===== src/rtl/riscv_ctrl_pkg.sv =====
// riscv_ctrl_pkg: shared opcodes, FSM states and datapath select encodings for the multicycle RV32I controller
package riscv_ctrl_pkg;

    localparam logic [6:0] OP_LW  = 7'b0000011;
    localparam logic [6:0] OP_SW  = 7'b0100011;
    localparam logic [6:0] OP_R   = 7'b0110011;
    localparam logic [6:0] OP_I   = 7'b0010011;
    localparam logic [6:0] OP_BEQ = 7'b1100011;
    localparam logic [6:0] OP_JAL = 7'b1101111;

    typedef enum logic [3:0] {
        FETCH, DECODE, MEMADR, MEMREAD, MEMWB, MEMWRITE,
        EXECUTER, EXECUTEI, ALUWB, BEQ, JAL, TRAP
    } state_t;

    typedef enum logic [1:0] {
        ALUOP_ADD   = 2'b00,
        ALUOP_SUB   = 2'b01,
        ALUOP_FUNCT = 2'b10
    } aluop_t;

    localparam logic [2:0] ALU_ADD = 3'b000;
    localparam logic [2:0] ALU_SUB = 3'b001;
    localparam logic [2:0] ALU_AND = 3'b010;
    localparam logic [2:0] ALU_OR  = 3'b011;
    localparam logic [2:0] ALU_SLT = 3'b101;

    localparam logic [1:0] RES_ALUOUT = 2'b00;
    localparam logic [1:0] RES_DATA   = 2'b01;
    localparam logic [1:0] RES_ALU    = 2'b10;

    localparam logic [1:0] SRCA_PC    = 2'b00;
    localparam logic [1:0] SRCA_OLDPC = 2'b01;
    localparam logic [1:0] SRCA_RS1   = 2'b10;

    localparam logic [1:0] SRCB_RS2  = 2'b00;
    localparam logic [1:0] SRCB_IMM  = 2'b01;
    localparam logic [1:0] SRCB_FOUR = 2'b10;

    localparam logic [1:0] IMM_I = 2'b00;
    localparam logic [1:0] IMM_S = 2'b01;
    localparam logic [1:0] IMM_B = 2'b10;
    localparam logic [1:0] IMM_J = 2'b11;

    // Immediate format depends only on the opcode, so it is decoded outside the FSM.
    function automatic logic [1:0] imm_sel(input logic [6:0] op);
        return op == OP_SW ? IMM_S : op == OP_BEQ ? IMM_B : op == OP_JAL ? IMM_J : IMM_I;
    endfunction

endpackage


===== src/rtl/alu_decoder.sv =====
// alu_decoder: maps the FSM's aluop plus instruction fields onto the ALU operation code
module alu_decoder
    import riscv_ctrl_pkg::*;
(
    input  logic [1:0] aluop,
    input  logic [2:0] funct3,
    input  logic       op5,
    input  logic       funct7b5,
    output logic [2:0] alucontrol
);

    // Subtract only for R-type funct3=000 with funct7b5 set; addi never subtracts.
    always_comb
        alucontrol = aluop == ALUOP_SUB   ? ALU_SUB :
                     aluop != ALUOP_FUNCT ? ALU_ADD :
                     funct3 == 3'b000     ? (op5 & funct7b5 ? ALU_SUB : ALU_ADD) :
                     funct3 == 3'b010     ? ALU_SLT :
                     funct3 == 3'b110     ? ALU_OR  :
                     funct3 == 3'b111     ? ALU_AND : ALU_ADD;

endmodule


===== src/rtl/multicycle_controller.sv =====
// multicycle_controller: state-walk control FSM for the multicycle RV32I core with memory handshake and trap
module multicycle_controller
    import riscv_ctrl_pkg::*;
#(
    parameter int MEM_HANDSHAKE  = 1,
    parameter int TIMEOUT_CYCLES = 15
) (
    input  logic       clk,
    input  logic       reset,
    input  logic [6:0] op,
    input  logic [2:0] funct3,
    input  logic       funct7b5,
    input  logic       zero,
    input  logic       mem_ready,
    output logic       mem_req,
    output logic       memwrite,
    output logic       adrsrc,
    output logic       irwrite,
    output logic       pcwrite,
    output logic       regwrite,
    output logic [1:0] resultsrc,
    output logic [1:0] alusrca,
    output logic [1:0] alusrcb,
    output logic [1:0] immsrc,
    output logic [2:0] alucontrol,
    output logic       fault
);

    localparam int CW = $clog2(TIMEOUT_CYCLES + 1);

    state_t         state, next;
    aluop_t         aluop;
    logic [CW-1:0]  wait_cnt;
    logic           is_mem, accept, timeout;
    logic           req, wr, irw, pcupdate, branch, rw, flt;

    assign is_mem  = state == FETCH || state == MEMREAD || state == MEMWRITE;
    assign accept  = (MEM_HANDSHAKE == 0) | mem_ready;
    assign timeout = is_mem & ~accept & (wait_cnt == CW'(TIMEOUT_CYCLES - 1));

    // State register; async reset may land in any state, including mid-write.
    always_ff @(posedge clk or posedge reset)
        if (reset) state <= FETCH;
        else       state <= next;

    // Wait counter: runs only across consecutive non-accepted memory cycles.
    always_ff @(posedge clk or posedge reset)
        if (reset) wait_cnt <= '0;
        else       wait_cnt <= is_mem && !accept ? wait_cnt + 1'b1 : '0;

    // Next-state logic; an expired memory wait overrides every other transition.
    always_comb begin
        next = state;
        if (timeout) next = TRAP;
        else case (state)
            FETCH:    if (accept) next = DECODE;
            DECODE:   next = op == OP_LW || op == OP_SW ? MEMADR :
                             op == OP_R   ? EXECUTER :
                             op == OP_I   ? EXECUTEI :
                             op == OP_BEQ ? BEQ :
                             op == OP_JAL ? JAL : TRAP;
            MEMADR:   next = op == OP_LW ? MEMREAD : MEMWRITE;
            MEMREAD:  if (accept) next = MEMWB;
            MEMWRITE: if (accept) next = FETCH;
            EXECUTER, EXECUTEI, JAL: next = ALUWB;
            MEMWB, ALUWB, BEQ:       next = FETCH;
            default:  next = TRAP;
        endcase
    end

    // Moore outputs per state; FETCH commits IR/PC only in its accepted cycle.
    always_comb begin
        req       = 1'b0;
        wr        = 1'b0;
        adrsrc    = 1'b0;
        irw       = 1'b0;
        pcupdate  = 1'b0;
        branch    = 1'b0;
        rw        = 1'b0;
        flt       = 1'b0;
        resultsrc = RES_ALUOUT;
        alusrca   = SRCA_PC;
        alusrcb   = SRCB_RS2;
        aluop     = ALUOP_ADD;
        case (state)
            FETCH:    begin req = 1'b1; alusrcb = SRCB_FOUR; resultsrc = RES_ALU; irw = accept; pcupdate = accept; end
            DECODE:   begin alusrca = SRCA_OLDPC; alusrcb = SRCB_IMM; end
            MEMADR:   begin alusrca = SRCA_RS1; alusrcb = SRCB_IMM; end
            MEMREAD:  begin req = 1'b1; adrsrc = 1'b1; end
            MEMWB:    begin resultsrc = RES_DATA; rw = 1'b1; end
            MEMWRITE: begin req = 1'b1; wr = 1'b1; adrsrc = 1'b1; end
            EXECUTER: begin alusrca = SRCA_RS1; alusrcb = SRCB_RS2; aluop = ALUOP_FUNCT; end
            EXECUTEI: begin alusrca = SRCA_RS1; alusrcb = SRCB_IMM; aluop = ALUOP_FUNCT; end
            ALUWB:    rw = 1'b1;
            BEQ:      begin alusrca = SRCA_RS1; alusrcb = SRCB_RS2; aluop = ALUOP_SUB; branch = 1'b1; end
            JAL:      begin alusrca = SRCA_OLDPC; alusrcb = SRCB_FOUR; pcupdate = 1'b1; end
            TRAP:     flt = 1'b1;
            default:  ;
        endcase
    end

    // Side-effecting strobes are held off for as long as reset is asserted.
    assign mem_req  = req & ~reset;
    assign memwrite = wr & ~reset;
    assign irwrite  = irw & ~reset;
    assign pcwrite  = (pcupdate | (branch & zero)) & ~reset;
    assign regwrite = rw & ~reset;
    assign fault    = flt & ~reset;
    assign immsrc   = imm_sel(op);

    alu_decoder u_alu_decoder (
        .aluop      (aluop),
        .funct3     (funct3),
        .op5        (op[5]),
        .funct7b5   (funct7b5),
        .alucontrol (alucontrol)
    );

endmodule

===== config.mk =====
export PLATFORM = sky130hd
export DESIGN_NAME = multicycle_controller
export DESIGN_NICKNAME = d
export VERILOG_FILES = /design/src/rtl/riscv_ctrl_pkg.sv /design/src/rtl/alu_decoder.sv /design/src/rtl/multicycle_controller.sv
export SDC_FILE = /design/constraint.sdc
export NUM_CORES = 1
export LEC_CHECK = 0
export BUFFER_PORTS_ARGS = -buffer_cell sky130_fd_sc_hd__buf_2
export CAP_MARGIN = 0
export CORE_MARGIN = 10
export CORE_UTILIZATION = 42
export CTS_CLUSTER_DIAMETER = 60
export DETAILED_ROUTE_END_ITERATION = 10
export PLACE_DENSITY = 0.81
export SYNTH_ARGS = -nofsm -noshare
export SYNTH_HDL_FRONTEND = slang
export SYNTH_SLANG_ARGS = --single-unit

===== constraint.sdc =====
create_clock -name clk -period 1.5 [get_ports clk]
set_input_delay 0.3 -clock clk [delete_from_list [all_inputs] [get_ports clk]]
set_output_delay 0.3 -clock clk [all_outputs]
set_load 0.02 [all_outputs]

=== Yosys cells after proc, flatten, opt, wreduce, memory -nomap -nowiden ===
Cells that the tools add are included.

* Add/sub/neg operators: 1
* Equal/unequal tests: 26
* Mux-type cells: 34
* Bitwise gates (word level): 13
* Reductions and logical operators: 18

{| class="wikitable"
|+ Operators with widths
! cell !! number
|-
| 4-bit two-way mux || 8
|-
| 4-bit one-hot mux with 7 select lines || 1
|-
| 4-bit == test (second input constant) || 5
|-
| 3-bit two-way mux || 6
|-
| 4-bit by 3-bit == test with 1-bit output (second input constant) || 4
|-
| 2-bit one-hot mux with 2 select lines || 4
|-
| 7-bit by 6-bit == test with 1-bit output (second input constant) || 2
|-
| 7-bit == test (second input constant) || 2
|-
| 3-bit OR reduction || 4
|-
| 1-bit bitwise AND || 10
|-
| 2-bit two-way mux || 5
|-
| 2-bit OR reduction || 5
|-
| 1-bit two-way mux || 9
|-
| 3-bit inequality test (second input constant) || 3
|-
| 4-bit by 2-bit == test with 1-bit output (second input constant) || 2
|-
| 7-bit by 2-bit == test with 1-bit output (second input constant) || 1
|-
| 7-bit by 5-bit == test with 1-bit output (second input constant) || 1
|-
| 3-bit == test (second input constant) || 2
|-
| 4-bit by 1-bit adder with 4-bit output (second input constant) || 1
|-
| 4-bit by 1-bit == test with 1-bit output (second input constant) || 1
|-
| 4-bit logical NOT || 1
|-
| 4-bit OR reduction || 1
|-
| 3-bit by 2-bit == test with 1-bit output (second input constant) || 1
|-
| 3-bit logical NOT || 1
|-
| 9 further kinds || 12
|}

* Register bits: 8
* Bits of input ports: 15
* Output and inout port bits: 18
* Word-level logic and storage cells: 94

=== Logic depth before layout (Yosys ltp) ===
* Depth after elaboration: 8
* Gate-level depth with buffers: 5
* Mapped depth without buffers: 5

=== Hierarchy ===
Synthesis repeated with hierarchy kept, for this count alone.

* Cell total of the unflattened synthesis: 118
* Area, all modules: 874.6 µm²

{| class="wikitable"
|+ By module, submodules not included
! module !! times used !! cells each !! area each (µm²) !! sequential area each (µm²)
|-
| multicycle_controller || 1 || 109 || 817.0 || 200.2
|-
| alu_decoder || 1 || 9 || 57.6 || 0.0
|}

=== Worst setup path before layout ===
OpenSTA, ideal clock, no wires.

* Path type: reg-to-output
* From: reg state[3]
* To: out pcwrite
* Arrival time: 1,694 ps
* Required time: 1,200 ps
* Slack: -494 ps
* Stages on the path, launching flop included: 6
* Path buffers: 1
* Cell sequence: dfrtp_1 buf_1 or3b_2 a21oi_1 a31oi_1 nor3_1

* Cells in the longest elaborated chain, start to end: 5
* Elaborated cells on any way between the ends: 8
* Those cells by class: eq/ne (2); mux (2); bitwise (3); reduce/logical (1)

{| class="wikitable"
|+ RTL lines
! item !! RTL line !! RTL
|-
| start, declared || multicycle_controller.sv:31 || <nowiki>state_t state, next;</nowiki>
|-
| start signal, assigned || multicycle_controller.sv:44 || <nowiki>else state <= next;</nowiki>
|-
| 4-bit == test || multicycle_controller.sv:85 || <nowiki>case (state)</nowiki>
|-
| 1-bit two-way mux || multicycle_controller.sv:85 ||
|-
| 1-bit bitwise AND || multicycle_controller.sv:106 || <nowiki>assign pcwrite = (pcupdate | (branch & zero)) & ~reset;</nowiki>
|-
| 1-bit bitwise OR * || multicycle_controller.sv:106 ||
|-
| 1-bit bitwise AND * || multicycle_controller.sv:106 ||
|-
| end, declared || multicycle_controller.sv:19 || <nowiki>output logic pcwrite,</nowiki>
|}

Every way passes the cells marked *; elsewhere a longest branch is shown, timed or not.

=== Final worst setup path ===
* From: reg state[1]
* To: out pcwrite

The elaborated chain is that of the path after synthesis.

==> metrics.csv <==
stage,metric,value,unit
critical_path,critical_path_class,reg2out,
pwr,total_power,3.52,mW
routing,drtPass1Iterations,4,
yosys,syn_inst,111,
pwr,ir_drop,1390,uV
yosys,synth_cell_type_count,35,
routing,routed_wl,4130,um
clock_tree,cts.clk_slew.worst_paths,60,ps
global_routing,grt_max_degree,12,
global_routing,grt_pass1_vias,1163,
critical_path,worstReg2RegStart,state[2],
yosys,synthMuxAreaShare,0,%
clock_tree,ctsHoldBuffers,0,
cells_and_area,fin_area,0.00153,mm2
critical_path,crit_required,1200,ps
placed_design,portBuffers,32,
routing,ant_nets,0,
yosys,yosysMostFrequentCell,nor2_1,
sta,worstMarginPinSlew,332,ps
cells_and_area,final_util,87.5,%
yosys,synth_flop_cell,dfrtp_1,
sta,post-route-period-util,131,%
sta,rsz0062_at_grt,yes,
clock_tree,clock_path_buffers,2,
yosys,synth_xor_xnor_area_share,5.58,%
sta,hold_viol,0,
die,die_area,0.00400,mm2
placed_design,placed_cells_incl_taps,190,
routing,vias,1203,
yosys,ys.warnings.count,0,
sta,min_period,1960,ps
routing,detail_route.iter0.violations,59,
cells_and_area,seq_area,204,um2
global_routing,antenna_found_initial,0,
pwr,powerDensity,2300,mW/mm2
yosys,synth_compound_area_share,19.8,%
sta,whs,74.0,ps
die,fp-row-count,15,
die,initial_core_util,44.9,%
global_routing,grt_remaining_overflow,0,
cells_and_area,nets,194,
critical_path,worstSetupStartpoint,state[1],
yosys,yosysTopAreaCellShare,25.5,%
min_path,hp-class,in2async,
yosys,netlist.top_cell.by_area,dfrtp_1,
critical_path,cp-end-kind,output port,
critical_path,reg2reg_slack,-260,ps
clock_tree,htreeDepth,1,
cells_and_area,fin_cells,200,
yosys,synth_common_cells,"nor2_1 (18), nand2_1 (9), dfrtp_1 (8), inv_1 (8), nor3_1 (8)",
yosys,synthSimpleGateAreaFrac,39.1,%
clock_tree,clockRootBuffer,clkbuf_4,
cells_and_area,multiInputGateArea,711,um2
pwr,power_leakage,0.689,nW
sta,layout_setup_ws,-464,ps
routing,wl_per_cell,20.7,um
die,design.portCount,33,
yosys,syn-num-nets,128,
global_routing,grt_util_all_layers,15.8,%
yosys,synthAdderAreaFrac,3.19,%
cells_and_area,area_growth,94.7,%
sta,fin_worst_skew,14.7,ps
clock_tree,cts_tree,yes,
critical_path,ff2ff_path_depth,5,
die,core_area,0.00175,mm2
clock_tree,cts.sink_count,8,
clock_tree,clock_latency,270,ps
die,die_w,63.2,um
critical_path,crit_path_end,pcwrite,
global_routing,grt_pass1_wl,5230,um
placed_design,gp_congestion,0.874,
critical_path,crit_path_max_fanout,6,
yosys,synthArstFlopShare,100,%
yosys,synth-seq-cells,8,
sta,setup_tns,-5620,ps
run,drv_cap,0,
yosys,synth_edf_count,0,
yosys,synth_top_family_by_area,simple AND/OR/NAND/NOR gates,
critical_path,reg2reg_to,state[0],
run_status,violations,setup timing,
placed_design,dp_hpwl,2340,um
cells_and_area,insertedDiodeCount,0,
yosys,synth_area_leaders,"dfrtp_1 (26%), nor2_1 (8.6%), nor3_1 (5.1%)",
run_status,status,finished with violations,
placed_design,dpl_worst_slack,-176,ps
critical_path,worstPathArrival,1660,ps
yosys,syn_area,785,um2
sta,slew-limit-headroom,77.7,%
sta,slew_violations,0,
placed_design,dpl_cell_area,0.00124,mm2
yosys,syn_avg_cell_area,7.07,um2
yosys,ys_seq_area_share,25.5,%
routing,drc,0,
cells_and_area,nFillCells,84,
die,die_h,63.2,um
cells_and_area,drive_above_1_share,62.9,%
routing,via_per_inst,6.02,
critical_path,cp-start-kind,flip-flop,
sta,setup-violations-final,24,
sta,max_freq,509,MHz
clock_tree,numCtsBuffers,3,
==> worst max-delay path, cell delays in order, from the launching register on <==
cell	delay, ps
dfrtp_2	450
or3b_4	390
a21oi_2	150
a31oi_1	90
nor3_2	130
buf_4	160
==> cell type report <==
cell class              instances  share of cell area (%)
multi-input cells              89                    46.5
clock buffers                   3                    1.47
well taps                      25                    2.05
inverters                       8                    2.29
repair buffers                 67                    34.3
flip-flops and latches          8                    13.3
==> cell families (layout without fill, tap and decap cells) <==
kind of cell / count (synthesis) / in the layout
flops: 8 / 8
buf+inv: 14 / 78
compound gates: 23 / 23
fa+ha+maj: 2 / 2
xor+xnor: 5 / 5
simple gates: 59 / 59
==> registers in the layout (all words and copies together), names as in the netlist <==
signal / cells
state: 4
wait_cnt: 4
==> routing by layer <==
metal / global-route usage [%] / wire [um]
met1: 15.7 / 1580
met2: 29.2 / 2120
met3: 3.71 / 281
met4: 8.74 / 150
met5: 0 / 0
==> power breakdown <==
group          switching, mW  internal (mW)
Sequential             0.111          0.297
Combinational           1.53           1.40
Clock                 0.0855         0.0924
Total                   1.72           1.79
==> worst min-delay path by stage <==
stage / end / slack [ps] / start
2_1_floorplan: state[0] / 120 / reset
5_1_grt: wait_cnt[2] / 110 / reset
3_3_place_gp: wait_cnt[2] / 350 / reset
6_report: wait_cnt[2] / 70 / reset
4_1_cts: wait_cnt[2] / 70 / reset
3_5_place_dp: wait_cnt[2] / 360 / reset
==> what timing repair did <==
action / CTS / global route
setup buffers: 3 / 5
resized for setup: 47 / 17
pin swaps: 4 / 8
endpoints found under the hold margin: 0 / 0
endpoints found under the setup margin: 25 / 25
==> cell usage in the layout, fill, tap and decap left out, types with 3 or more instances in the layout <==
cell type / synthesis / final
a21oi_1: 5 / 3
a31oi_1: 3 / 3
buf_2: 1 / 14
buf_4: 0 / 38
buf_6: 0 / 15
clkbuf_4: 0 / 3
dfrtp_1: 8 / 5
dfrtp_2: 0 / 3
inv_1: 8 / 5
nand2_1: 9 / 5
nand2_2: 0 / 3
nand3_1: 6 / 5
nor2_1: 18 / 11
nor2_2: 0 / 4
nor2_4: 0 / 3
nor3_2: 0 / 5
nor3b_1: 3 / 3
or3_4: 2 / 3
xnor2_1: 3 / 3
No activity file was read; power rests on OpenSTA's default activity.
